--- config.mk ---
export PLATFORM = sky130hd
export DESIGN_NAME = evt_data_distributor
export DESIGN_NICKNAME = d
export VERILOG_FILES = /design/src/rtl/sne_pkg.sv /design/src/rtl/evt_next_enabled.sv /design/src/rtl/evt_data_distributor.sv
export SDC_FILE = /design/constraint.sdc
export NUM_CORES = 1
export LEC_CHECK = 0
export ABC_AREA = 1
export CAP_MARGIN = 20
export CORE_ASPECT_RATIO = 1.5
export CORE_MARGIN = 2
export CORE_UTILIZATION = 25
export DETAILED_ROUTE_END_ITERATION = 10
export REMOVE_ABC_BUFFERS = 1
export SYNTH_ARGS = -nofsm -noshare
export SYNTH_HDL_FRONTEND = slang
export SYNTH_SLANG_ARGS = --single-unit
--- constraint.sdc ---
create_clock -name clk_i -period 3.7 [get_ports clk_i]
set_clock_uncertainty 0.2 [all_clocks]
set_input_delay 1.11 -clock clk_i [delete_from_list [all_inputs] [get_ports clk_i]]
set_output_delay 1.11 -clock clk_i [all_outputs]
set_load 0.03 [all_outputs]
--- src/rtl/sne_pkg.sv ---
// Shared types and constants for the event/data distributor.
package sne_pkg;

  // Runtime distribution modes; the reserved encoding decodes to DIST_SEQ.
  typedef enum logic [1:0] {
    DIST_SEQ    = 2'd0,
    DIST_BCAST  = 2'd1,
    DIST_TARGET = 2'd2
  } dist_mode_e;

  localparam int unsigned DIST_THRESHOLD = 128;

endpackage

--- src/rtl/evt_next_enabled.sv ---
// Find the lowest set mask bit strictly above ptr, wrapping to the lowest set bit.
// With an empty mask the pointer is returned unchanged.
module evt_next_enabled #(
  parameter int unsigned N  = 8,
  parameter int unsigned PW = 3
) (
  input  logic [PW-1:0] ptr_i,
  input  logic [N-1:0]  mask_i,
  output logic [PW-1:0] next_o
);

  // Wrap candidate first, then override with the nearest bit above ptr.
  always_comb begin
    next_o = ptr_i;
    for (int i = int'(N) - 1; i >= 0; i--) begin
      if (mask_i[i]) next_o = PW'(i);
    end
    for (int i = int'(N) - 1; i >= 0; i--) begin
      if (mask_i[i] && (i > int'(ptr_i))) next_o = PW'(i);
    end
  end

endmodule

--- src/rtl/evt_data_distributor.sv ---
// Fans the crossbar weight stream out to SLICE_NUMBER slice streams in
// sequential-burst, broadcast or header-targeted mode, through a one-entry
// output register with a per-slice pending mask.
module evt_data_distributor
  import sne_pkg::*;
#(
  parameter int unsigned SLICE_NUMBER = 8,
  parameter int unsigned DATA_WIDTH   = 32,
  parameter int unsigned THRESHOLD    = DIST_THRESHOLD,
  parameter int unsigned CNT_WIDTH    = $clog2(THRESHOLD) + 1
) (
  input  logic                    clk_i,
  input  logic                    rst_ni,
  input  logic                    module_enable_i,
  input  logic [SLICE_NUMBER-1:0] enable_i,
  input  logic [1:0]              mode_i,
  input  logic [CNT_WIDTH-1:0]    threshold_i,
  input  logic                    evt_in_valid_i,
  output logic                    evt_in_ready_o,
  input  logic [DATA_WIDTH-1:0]   evt_in_data_i,
  output logic [SLICE_NUMBER-1:0] evt_out_valid_o,
  input  logic [SLICE_NUMBER-1:0] evt_out_ready_i,
  output logic [DATA_WIDTH-1:0]   evt_out_data_o,
  output logic                    busy_o,
  output logic                    burst_done_o
);

  localparam int unsigned PTR_W = $clog2(SLICE_NUMBER);

  logic [DATA_WIDTH-1:0]   data_q, data_d;
  logic [SLICE_NUMBER-1:0] pend_q, pend_d;
  logic [SLICE_NUMBER-1:0] en_q, en_d;
  logic [PTR_W-1:0]        ptr_q, ptr_d;
  logic [CNT_WIDTH-1:0]    cnt_q, cnt_d;
  dist_mode_e              mode_q, mode_d;
  logic                    done_q, done_d;
  logic                    run_q;

  dist_mode_e              mode_in, eff_mode;
  logic [SLICE_NUMBER-1:0] eff_en;
  logic [PTR_W-1:0]        jump_ptr, start_ptr, adv_ptr, tgt;
  logic [CNT_WIDTH-1:0]    thr_m1;
  logic                    burst_start, slot_free, accept;

  // Reserved mode encoding falls back to sequential bursts.
  always_comb begin
    case (mode_i)
      2'd1:    mode_in = DIST_BCAST;
      2'd2:    mode_in = DIST_TARGET;
      default: mode_in = DIST_SEQ;
    endcase
  end

  // Mode and enable mask are only sampled on the first beat of a burst.
  assign burst_start = (cnt_q == '0);
  assign eff_mode    = burst_start ? mode_in : mode_q;
  assign eff_en      = burst_start ? enable_i : en_q;
  assign start_ptr   = (burst_start && !eff_en[ptr_q]) ? jump_ptr : ptr_q;
  assign thr_m1      = (threshold_i == '0) ? '0 : threshold_i - CNT_WIDTH'(1);
  assign tgt         = evt_in_data_i[PTR_W-1:0];

  evt_next_enabled #(.N(SLICE_NUMBER), .PW(PTR_W)) u_jump (
    .ptr_i  (ptr_q),
    .mask_i (eff_en),
    .next_o (jump_ptr)
  );

  evt_next_enabled #(.N(SLICE_NUMBER), .PW(PTR_W)) u_adv (
    .ptr_i  (start_ptr),
    .mask_i (eff_en),
    .next_o (adv_ptr)
  );

  // The register can take a new beat when every pending bit is gone by this edge.
  assign slot_free      = ((pend_q & ~evt_out_ready_i) == '0);
  assign evt_in_ready_o = run_q & module_enable_i & (|enable_i) & slot_free;
  assign accept         = evt_in_valid_i & evt_in_ready_o;

  // Next-state: drain pending bits, load accepted beats, step the burst.
  always_comb begin
    pend_d = pend_q & ~evt_out_ready_i;
    data_d = data_q;
    ptr_d  = ptr_q;
    cnt_d  = cnt_q;
    mode_d = mode_q;
    en_d   = en_q;
    done_d = 1'b0;
    if (accept) begin
      data_d = evt_in_data_i;
      mode_d = eff_mode;
      en_d   = eff_en;
      case (eff_mode)
        DIST_BCAST:  pend_d = eff_en;
        DIST_TARGET: pend_d = eff_en[tgt] ? (SLICE_NUMBER'(1) << tgt) : '0;
        default: begin
          pend_d = SLICE_NUMBER'(1) << start_ptr;
          ptr_d  = start_ptr;
          if (cnt_q == thr_m1) begin
            cnt_d  = '0;
            ptr_d  = adv_ptr;
            done_d = 1'b1;
          end else begin
            cnt_d = cnt_q + CNT_WIDTH'(1);
          end
        end
      endcase
    end
    // Parked and drained: forget the burst position.
    if (!module_enable_i && (pend_d == '0)) begin
      ptr_d  = '0;
      cnt_d  = '0;
      mode_d = DIST_SEQ;
    end
  end

  // State registers; reset discards any registered beat.
  always_ff @(posedge clk_i or negedge rst_ni) begin
    if (!rst_ni) begin
      data_q <= '0;
      pend_q <= '0;
      en_q   <= '0;
      ptr_q  <= '0;
      cnt_q  <= '0;
      mode_q <= DIST_SEQ;
      done_q <= 1'b0;
      run_q  <= 1'b0;
    end else begin
      data_q <= data_d;
      pend_q <= pend_d;
      en_q   <= en_d;
      ptr_q  <= ptr_d;
      cnt_q  <= cnt_d;
      mode_q <= mode_d;
      done_q <= done_d;
      run_q  <= 1'b1;
    end
  end

  assign evt_out_valid_o = pend_q;
  assign evt_out_data_o  = data_q;
  assign busy_o          = (|pend_q) | (|cnt_q);
  assign burst_done_o    = done_q;

endmodule

==> summary.txt, run 1 <==
Logic synthesis
  • Number of synthesized flops with an enable pin: 0
  • Syn_area_per_cell: 7.010 um2
  • Share of flip-flops with an asynchronous set or reset: 1.000
  • #FFs+latches synth: 63
  • Synthesized area: 0.004038 mm2
  • Most used flip-flop cell after synthesis: dfrtp_1
  • Count of different cell masters after synthesis: 43
  • Register area share after synthesis: 0.3905
  • Cells after synthesis: 576
  • Syn. warnings: 0

Power
  • Net Sw Frac: 0.4593
  • Max rail drop VDD: 0.0005311 V
  • Net Sw Power: 2.627 mW
  • Pwr dens: 882.6 mW/mm2
  • Share of power burned in registers: 0.199
  • Total power: 5.719 mW
  • Logic pwr share: 0.651
  • Leakage: 3.259 nW
  • Clock share of power: 0.150
  • Int Pwr: 3.093 mW

Critical path
  • CP arrival: 2310 ps
  • R2R Path Start: cnt_q[1]$_DFFE_PN0P_
  • Max FO, Critical Path: 2
  • Worst endpoint required time: 2390 ps
  • Crit path cell chain: clkbuf_2, inv_1, nand2_2, nand4_1, a2111oi_4, buf_4, buf_6
  • Worst path slowest cell: a2111oi_4
  • Critical path class: in2out
  • Worst R2R Setup Slack: 230 ps
  • Largest stage delay, worst path: 360 ps
  • Worst-case reg-to-reg path depth: 27
  • Critical path launch point type: primary input
  • Element type at the critical path end: output port
  • Critical R2R Capture: cnt_q[4]$_DFFE_PN0P_

Cells and area
  • Layout cells sized above 1: 0.2720
  • Highest-count cells in the layout ignoring fill and taps: 196 x nand2_1, 97 x buf_4, 85 x clkdlybuf4s50_1
  • Antenna diodes: 0
  • Layout Utilization: 0.4129
  • Footprint of the multi-input gates: 0.002232 mm2
  • # nets final: 845
  • P&R area growth vs syn: 60.49%
  • Layout fillers: 1631
  • Commonest non-fill, non-tap cell in the layout: nand2_1
  • Flip-flop and latch area: 0.001577 mm2

Run
  • Max-cap violations: 0

Global route
  • Initial antenna violation count: 0
  • Global Route Usage Sum: 0.1521
  • Vias in the first global route: 4411
  • Global route total overflow: 0
  • Largest net degree at the start of global routing: 64
  • First-pass GRT wire length: 20540 um

Status
  • Status: completed

Routing
  • WL/cell: 12.78 um
  • DR iter-0 viols: 223
  • DRC Markers: 0
  • Via-to-Cell Ratio: 4.385
  • Post-Route WL: 12600 um
  • Routed Antenna Nets: 0
  • TritonRoute pass-1 iters: 4
  • Vias: 4324

Timing
  • Slew @ Worst Pin: 811.4 ps
  • Tmin final: 3621 ps
  • Fin. Hold Viols: 0
  • Worst slew margin: 0.4591
  • Setup WS post-layout: 78.53 ps
  • Final Cycle Share: 0.9788
  • FMAX: 276.1 MHz
  • Fin Setup TNS: 0 ps
  • Hold slack: 278.4 ps
  • Final setup fails: 0
  • Final slew viol count: 0

Die
  • Cell row count: 56
  • Die Y: 159.6 um
  • Core ar.: 0.01570 mm2
  • Chip width: 107.8 um
  • Die area: 0.01720 mm2
  • I/O Pins: 105
  • Initial Util: 0.2573

Placed design
  • Placer Congestion: 0.8790
  • IO Port Bufs: 104
  • Setup WS pre-CTS: -390.8 ps
  • Hpwl dp: 9537 um

Clock network
  • Htree depth: 3
  • Clock sink total: 63
  • Worst-path clk slew: 50 ps
  • Clk_lat worst skew: 340 ps
  • Clock root cell: clkbuf_16
  • Deepest clock path buffer count: 2
  • TritonCTS clock tree: yes
  • TritonCTS Buffers: 9

Hold path
  • Cell depth of the worst hold path: 2
  • Hold endpoint: evt_out_data_o[25]$_DFFE_PN0P_
  • HP Start: evt_out_data_o[25]$_DFFE_PN0P_
  • Hold Crit Class: reg2reg
-- registers in the layout, indices dropped and copies added (netlist names) --
| name | flops |
|---|---|
| en_q | 8 |
| cnt_q | 8 |
| burst_done_o | 1 |
| run_q | 1 |
| ptr_q | 3 |
| mode_q | 2 |
| evt_out_data_o | 32 |
| evt_out_valid_o | 8 |
-- what timing repair did --
action	in CTS	in global routing
hold buffers	0	0
gates resized for setup	30	42
pin swaps	5	18
buffers inserted	3	9
setup endpoints to repair	1	14
cloned	0	1
-- power by group through the flow --
stage	clock, mW	combinational [mW]	sequential (mW)
after floorplan	0	1.51	1.53
after global placement	0	3.45	1.14
after detailed placement	0	3.45	1.13
after CTS	0.883	3.51	1.14
after global routing	0.919	4.06	1.17
final	0.860	3.72	1.14
-- logic make-up after synthesis --
group           share of synthesized area
buf+inv                           0.09389
other cells                     0.0009288
simple gates                       0.3657
compound gates                     0.1054
xor+xnor                          0.02820
fa+ha+maj                         0.01549
flops                              0.3905
-- cell usage after synthesis (all sizes together) (2+ instances only) --
cell type  count  area [um2]
a21oi         13       72.57
a31oi          6       37.54
buf            6       51.29
clkbuf         6       22.52
clkinv         3       16.27
dfrtp         63        1577
ha             5       62.56
inv           77       289.0
nand2        217       854.6
nand3         35       190.2
nand3b         2       15.01
nand4          2       12.51
nor2          57       269.0
nor3           7       35.03
nor4           8       50.05
o211ai         4       30.03
o21ai         34       204.0
o22ai          4       25.02
or2            6       37.54
xor2          12       105.1
-- metal layers --
| metal | track usage | up-vias | share of wire |
|---|---|---|---|
| met3 | 0.03469 | 20 | 0.040 |
| met4 | 0.07459 | 0 | 0.038 |
| li1 | - | 2219 | - |
| met5 | 0 | - | 0 |
| met1 | 0.1543 | 1981 | 0.38 |
| met2 | 0.2844 | 104 | 0.54 |
-- per-stage QoR --
stage,std cells,cell area [um2]
final,986,6480
after global routing,986,6480
after CTS,976,6306
after detailed placement,957,5912
after global placement,957,5912
after floorplan,564,3964
-- cell type report --
type | count | area share
clock inverter | 6 | 0.01081
multi-input combinational | 421 | 0.3445
timing repair buffer | 203 | 0.2782
sequential | 63 | 0.2433
clock buffer | 10 | 0.03534
inverter | 80 | 0.04866
tap | 203 | 0.03920
-- how the worst max path moves through the flow --
stage	from	endpoint	depth (start not counted)	slack [ps]
after CTS	enable_i[6]	ptr_q[1]$_DFFE_PN0P_	25	-3
after detailed placement	evt_out_ready_i[1]	evt_in_ready_o	6	-390
final	evt_out_ready_i[4]	evt_in_ready_o	7	80
after global routing	threshold_i[0]	ptr_q[2]$_DFFE_PN0P_	20	-30
after floorplan	evt_out_ready_i[1]	ptr_q[2]$_DFFE_PN0P_	11	-1790
after global placement	evt_out_ready_i[1]	evt_in_ready_o	6	-420
-- worst max-delay path, delay by kind of cell --
family                 cells  cell delay (ps)
and+or+nand+nor            2              380
AOI/OAI and AO/OA          1              360
buffers and inverters      4              460
No activity file was read; power rests on OpenSTA's default activity.
==> run 2: changes to the inputs <==
Settings changed: CAP_MARGIN 20 to unset, GPL_TIMING_DRIVEN set to 0.
==> summary.txt, run 2 (same netlist as run 1, synthesis figures left out) <==
Status
  • Status: completed

Routing
  • Routed Antenna Nets: 0 (unchanged)
  • Met1 WL: 4609 um (-3.2%)
  • TritonRoute pass-1 iters: 4 (unchanged)
  • Post-Route WL: 11980 um (-5.0%)
  • WL/cell: 13.11 um (+2.5%)
  • Met2 WL post-DR: 6326 um (-7.7%)
  • DR WL met3: 615 um (+21%)
  • Top sig layer: met4
  • Via-to-Cell Ratio: 4.472 (+2.0%)
  • Vias: 4087 (-5.5%)
  • DRC Markers: 0 (unchanged)
  • DR iter-0 viols: 199 (-11%)

Critical path
  • CP arrival: 2330 ps (+20 ps)
  • R2R Path Start: cnt_q[1]$_DFFE_PN0P_
  • CP Depth: 5 (-2)
  • Critical R2R Capture: ptr_q[1]$_DFFE_PN0P_
  • CP bufs+invs: 2 (-2)
  • Largest stage delay, worst path: 370 ps (about the same)
  • Crit path max-delay family: buffers and inverters
  • Crit path launch: evt_out_ready_i[0]
  • Element type at the critical path end: output port
  • Worst-case reg-to-reg path depth: 25 (-7.4%)
  • Crit path capture: evt_in_ready_o
  • Worst R2R Setup Slack: 270 ps (+40 ps)
  • Worst endpoint required time: 2390 ps (about the same)
  • Max FO, Critical Path: 2 (unchanged)
  • Critical path class: in2out
  • Critical path launch point type: primary input
  • Crit path cell chain: dlygate4sd2_1, nor2_2, or3_4, a2111oi_4, buf_4
  • Worst path slowest cell: or3_4

Power
  • Int Pwr: 2.878 mW (-6.9%)
  • Pwr dens: 893.5 mW/mm2 (+1.2%)
  • Logic pwr share: 0.608 (-0.043)
  • Max rail drop VDD: 0.0004071 V (-23%)
  • Net Sw Power: 2.565 mW (-2.3%)
  • Total power: 5.443 mW (-4.8%)
  • Net Sw Frac: 0.4712 (+0.01194)
  • Share of power burned in registers: 0.208 (+0.009)
  • Clock share of power: 0.184 (+0.034)
  • Leakage: 2.959 nW (-9.2%)

Clock network
  • Clock sink total: 63 (unchanged)
  • TritonCTS Buffers: 9 (unchanged)
  • Hold bufs inserted after CTS: 0 (unchanged)
  • Deepest clock path buffer count: 2 (unchanged)
  • Htree depth: 3 (unchanged)
  • Clk_lat worst skew: 330 ps (about the same)
  • Clock root cell: clkbuf_16
  • TritonCTS clock tree: yes
  • Worst-path clk slew: 60 ps (about the same)

Placed design
  • Placer Congestion: 0.8588 (-2.3%)
  • IO Port Bufs: 104 (unchanged)
  • Setup WS pre-CTS: -1230 ps (-839.4 ps)
  • Placed cell count: 872 (-8.9%)
  • Hpwl dp: 8666 um (-9.1%)

Timing
  • Final Cycle Share: 0.9851 (+0.006355)
  • Slew @ Worst Pin: 812.1 ps (+0.7384 ps)
  • Worst slew margin: 0.4586 (-0.0004920)
  • Hold slack: 276.2 ps (-2.244 ps)
  • Tmin final: 3645 ps (+23.51 ps)
  • Final slew viol count: 0 (unchanged)
  • Final setup fails: 0 (unchanged)
  • Setup WS post-layout: 55.02 ps (-23.51 ps)
  • Fin. Hold Viols: 0 (unchanged)
  • FMAX: 274.4 MHz (-0.64%)

Global route
  • Largest net degree at the start of global routing: 64 (unchanged)
  • Global Route Usage Sum: 0.1412 (-0.01089)
  • Vias in the first global route: 4090 (-7.3%)
  • First-pass GRT wire length: 19400 um (-5.5%)
  • Initial antenna violation count: 0 (unchanged)
  • Global route total overflow: 0 (unchanged)

Cells and area
  • # nets final: 773 (-8.5%)
  • Layout cells sized above 1: 0.2180 (-0.05403)
  • P&R area growth vs syn: 50.88%
  • Layout fillers: 1694 (+3.9%)
  • Commonest non-fill, non-tap cell in the layout: nand2_1
  • Highest-count cells in the layout ignoring fill and taps: 194 x nand2_1, 87 x clkdlybuf4s50_1, 62 x dfrtp_1
  • Final Non-Filler Cells: 914 (-7.3%)
  • Max reg flops: 32 (unchanged)
  • Antenna diodes: 0 (unchanged)

Die
  • Cell row count: 56 (unchanged)
  • Core ar.: 0.01570 mm2 (unchanged)
  • I/O Pins: 105 (unchanged)
  • Die Y: 159.6 um (unchanged)
  • Initial Util: 0.2573 (unchanged)
  • Chip width: 107.8 um (unchanged)
  • Die area: 0.01720 mm2 (unchanged)

Hold path
  • Hold Crit Class: reg2reg

Run
  • Max-cap violations: 0 (unchanged)
[run 2: cell count changes in the layout (fill, tap and decap cells not counted), sizes merged]
cell / delta
buf: -72
bufinv: +2
clkbuf: -5
clkdlybuf4s50: +2
clkinv: +1
clkinvlp: -3
dlygate4sd2: +3
dlymetal6s2s: -1
inv: +1
[run 2: layout make-up]
type,instances,area (um2),share of cell area
Clock buffer,10,239.0,0.03923
Tap cell,203,254.0,0.04169
Multi-Input combinational cell,421,2312,0.3795
Sequential cell,63,1578,0.2590
Timing Repair inverter,1,8.758,0.001438
Clock inverter,6,116.4,0.01910
Inverter,80,330.3,0.05422
Timing Repair Buffer,130,1254,0.2058
[run 2: worst register-to-register path, stage by stage, from the launching register on]
cell     delay (ps)
dfrtp_1         390
inv_1           110
ha_1            190
nand2_2          70
nor2_4          120
nand2_4         120
buf_6           170
nand2_1          70
nand2_2         100
buf_4           150
a21oi_1         170
o21ai_2          80
nand2_2         130
nor2_4           60
nand3_2          80
nand2_4          80
inv_2           120
nor2_2           50
nand3_1         100
nand2_1          80
a21oi_2         150
nand2_1          90
nor2_2          130
nand3_4         150
inv_8           120
nor2_1           60
[run 2: power by group through the flow]
stage | Combinational, mW | Clock, mW | Sequential (mW)
3_5_place_dp | 2.89 | 0 | 1.13
4_1_cts | 3.06 | 1.02 | 1.14
6_report | 3.31 | 1.00 | 1.13
3_3_place_gp | 2.87 | 0 | 1.14
5_1_grt | 3.62 | 1.06 | 1.17
2_1_floorplan | 1.51 | 0 | 1.53
[run 2: worst min-delay path by stage]
stage | start | endpoint | slack (ps) | depth (start not counted)
6_report | evt_out_data_o[3]$_DFFE_PN0P_ | evt_out_data_o[3]$_DFFE_PN0P_ | 280 | 2
5_1_grt | evt_out_data_o[22]$_DFFE_PN0P_ | evt_out_data_o[22]$_DFFE_PN0P_ | 300 | 2
4_1_cts | evt_out_data_o[3]$_DFFE_PN0P_ | evt_out_data_o[3]$_DFFE_PN0P_ | 280 | 2
3_5_place_dp | evt_out_data_o[3]$_DFFE_PN0P_ | evt_out_data_o[3]$_DFFE_PN0P_ | 260 | 2
3_3_place_gp | evt_out_data_o[20]$_DFFE_PN0P_ | evt_out_data_o[20]$_DFFE_PN0P_ | 260 | 2
2_1_floorplan | en_q[7]$_DFFE_PN0P_ | en_q[7]$_DFFE_PN0P_ | 250 | 2
[run 2: through the flow]
step                      TNS [ps]  instance area [um2]  utilization
after floorplan             -78560                 3964            -
after global placement     -167830                 5259       0.3351
after detailed placement    -33920                 5279       0.3363
after CTS                        0                 5821       0.3709
after global routing        -111.0                 6092       0.3882
final                            0                 6092       0.3882
[run 2: timing repair]
action,CTS,global route
gates resized for setup,46,58
endpoints found under the setup margin,48,15
setup buffers,9,16
pin swaps,9,24
cloned,1,0
[run 2: metal layers]
metal	vias to the layer above	GRT usage
li1	2072	-
met1	1882	0.1558
met2	109	0.2564
met3	24	0.03143
met4	0	0.05711
met5	-	0
==> run 3: changes to the inputs <==
Settings changed: CORE_UTILIZATION 25 to 50, PLACE_DENSITY set to 0.82, SLEW_MARGIN set to 15.
==> summary.txt, run 3 (same netlist as run 1, synthesis figures left out) <==
Timing
  • Fin. Hold Viols: 0 (unchanged)
  • Hold slack: 278.6 ps (+2.373 ps)
  • Tmin final: 3638 ps (-6.822 ps)
  • FMAX: 274.9 MHz (+0.19%)
  • Final setup fails: 0 (unchanged)
  • Final Cycle Share: 0.9833 (-0.001844)
  • Final slew viol count: 0 (unchanged)

Critical path
  • Worst-case reg-to-reg path depth: 29 (+16%)
  • R2R Path Start: cnt_q[1]$_DFFE_PN0P_
  • Critical path launch point type: primary input
  • Element type at the critical path end: output port
  • Critical path class: in2out
  • Worst endpoint required time: 2390 ps (about the same)
  • Critical R2R Capture: ptr_q[1]$_DFFE_PN0P_
  • CP arrival: 2330 ps (about the same)
  • Max FO, Critical Path: 2 (unchanged)
  • Worst R2R Setup Slack: 90 ps (-180 ps)
  • Crit path launch: evt_out_ready_i[1]

Die
  • Die Y: 114.1 um (-29%)
  • Die area: 0.008825 mm2 (-49%)
  • Core ar.: 0.007908 mm2 (-50%)
  • Initial Util: 0.5106 (+0.2533)
  • Cell row count: 40 (-29%)
  • Chip width: 77.37 um (-28%)
  • I/O Pins: 105 (unchanged)

Placed design
  • IO Port Bufs: 104 (unchanged)
  • Placer Congestion: 0.9130 (+6.3%)
  • Placed cell count: 775 (-11%)
  • DP Area: 0.005184 mm2 (-1.8%)
  • Hpwl dp: 8886 um (+2.5%)

Global route
  • Global route total overflow: 0 (unchanged)
  • Initial antenna violation count: 0 (unchanged)
  • Met2 GRT Util: 0.5281 (+0.2717)
  • Global-route track usage on met1: 0.2819 (+0.1261)
  • Top Usage Layer GRT: met2
  • Largest net degree at the start of global routing: 57 (-11%)
  • Vias in the first global route: 4417 (+8.0%)
  • First-pass GRT wire length: 20020 um (+3.2%)
  • Met3 usage: 0.07413 (+0.04270)
  • Global Route Usage Sum: 0.2887 (+0.1475)

Cells and area
  • Design area: 0.005977 mm2 (-1.9%)
  • Final Non-Filler Cells: 816 (-11%)
  • Antenna diodes: 0 (unchanged)
  • Commonest non-fill, non-tap cell in the layout: nand2_1
  • Highest-count cells in the layout ignoring fill and taps: 195 x nand2_1, 83 x clkdlybuf4s50_1, 62 x dfrtp_1
  • Max reg flops: 32 (unchanged)
  • # nets final: 773 (unchanged)
  • Layout fillers: 576 (-66%)
  • P&R area growth vs syn: 48.03%
  • Layout cells sized above 1: 0.2180 (unchanged)
  • Footprint of the multi-input gates: 0.002338 mm2 (+1.1%)
  • Flip-flop and latch area: 0.001578 mm2 (unchanged)

Power
  • Leakage: 3.002 nW (+1.5%)
  • Max rail drop VDD: 0.0005582 V (+37%)
  • Pwr dens: 915.6 mW/mm2 (+2.5%)

Hold path
  • Cell depth of the worst hold path: 2 (unchanged)
  • Hold endpoint: evt_out_data_o[23]$_DFFE_PN0P_
  • HP Start: evt_out_data_o[23]$_DFFE_PN0P_
  • Hold Crit Class: reg2reg

Status
  • Status: completed

Clock network
  • TritonCTS Buffers: 9 (unchanged)
  • Htree depth: 3 (unchanged)
  • Deepest clock path buffer count: 2 (unchanged)
  • Hold bufs inserted after CTS: 0 (unchanged)
  • Clock root cell: clkbuf_16
  • Worst-path clk slew: 50 ps (about the same)
  • TritonCTS clock tree: yes
  • Clk_lat worst skew: 330 ps (about the same)
  • Clock sink total: 63 (unchanged)

Run
  • Max-cap violations: 0 (unchanged)

Routing
  • Post-Route WL: 13480 um (+13%)
  • Vias: 4431 (+8.4%)
  • DR iter-0 viols: 450 (+130%)
  • DRC Markers: 0 (unchanged)
  • Routed Antenna Nets: 0 (unchanged)
  • WL/cell: 16.52 um (+26%)
  • TritonRoute pass-1 iters: 5 (+1)
  • Via-to-Cell Ratio: 5.430 (+21%)
-- run 3: cell count changes in the layout (fill, tap and decap cells not counted), sizes merged --
cell           previous run  this run
clkdlybuf4s50            87        83
buf                      28        27
bufinv                    3         2
nand2                   217       218
clkinv                    5         3
dlymetal6s2s              6        12
clkbuf                   10        13
clkdlybuf4s15             2         0
-- run 3: area by class of cell --
class,count,area share
clock buffer,13,0.04354
clock inverter,3,0.01089
inverter,80,0.05359
multi-input combinational,422,0.3912
sequential,63,0.2640
tap,105,0.02198
timing repair buffer,129,0.2137
timing repair inverter,1,0.001047
-- run 3: metrics by stage --
step	setup WS, ps	TNS (ps)	power, mW	utilization
2_1_floorplan	-1792	-78560	3.039	-
3_3_place_gp	-2233	-135080	3.967	0.6495
3_5_place_dp	-937.6	-22710	4.039	0.6555
4_1_cts	7.248	0	5.156	0.7198
5_1_grt	-69.71	-632.8	5.773	0.7559
6_report	61.84	0	5.473	0.7559
-- run 3: power by group --
part	total, mW	internal (mW)	switching (mW)
Clock	0.931	0.626	0.305
Combinational	3.38	1.23	2.15
Sequential	1.16	0.961	0.199
Total	5.47	2.82	2.65
-- run 3: worst max path at each step --
stage | cells past startpoint | end | slack [ps]
6_report | 5 | evt_in_ready_o | 60
2_1_floorplan | 11 | ptr_q[2]$_DFFE_PN0P_ | -1790
5_1_grt | 29 | ptr_q[1]$_DFFE_PN0P_ | -70
4_1_cts | 24 | ptr_q[1]$_DFFE_PN0P_ | 7
3_3_place_gp | 11 | ptr_q[1]$_DFFE_PN0P_ | -2230
3_5_place_dp | 12 | ptr_q[2]$_DFFE_PN0P_ | -940
-- run 3: metal layers --
metal / part of all wire / vias up
met1: 0.35 / 2062
met3: 0.070 / 63
met2: 0.52 / 232
met5: 0 / -
li1: - / 2074
met4: 0.054 / 0
-- run 3: repair_timing --
item                                    CTS  global route
buffers inserted                          4            19
gates cloned                              1             1
gates resized for setup                  53            50
pin swaps                                 6            19
endpoints found under the setup margin   24            15
-- run 3: worst max-delay path, cell delays in order --
cell,delay (ps)
dlygate4sd2_1,230
nor2_2,60
or3_4,390
a2111oi_4,300
buf_4,240
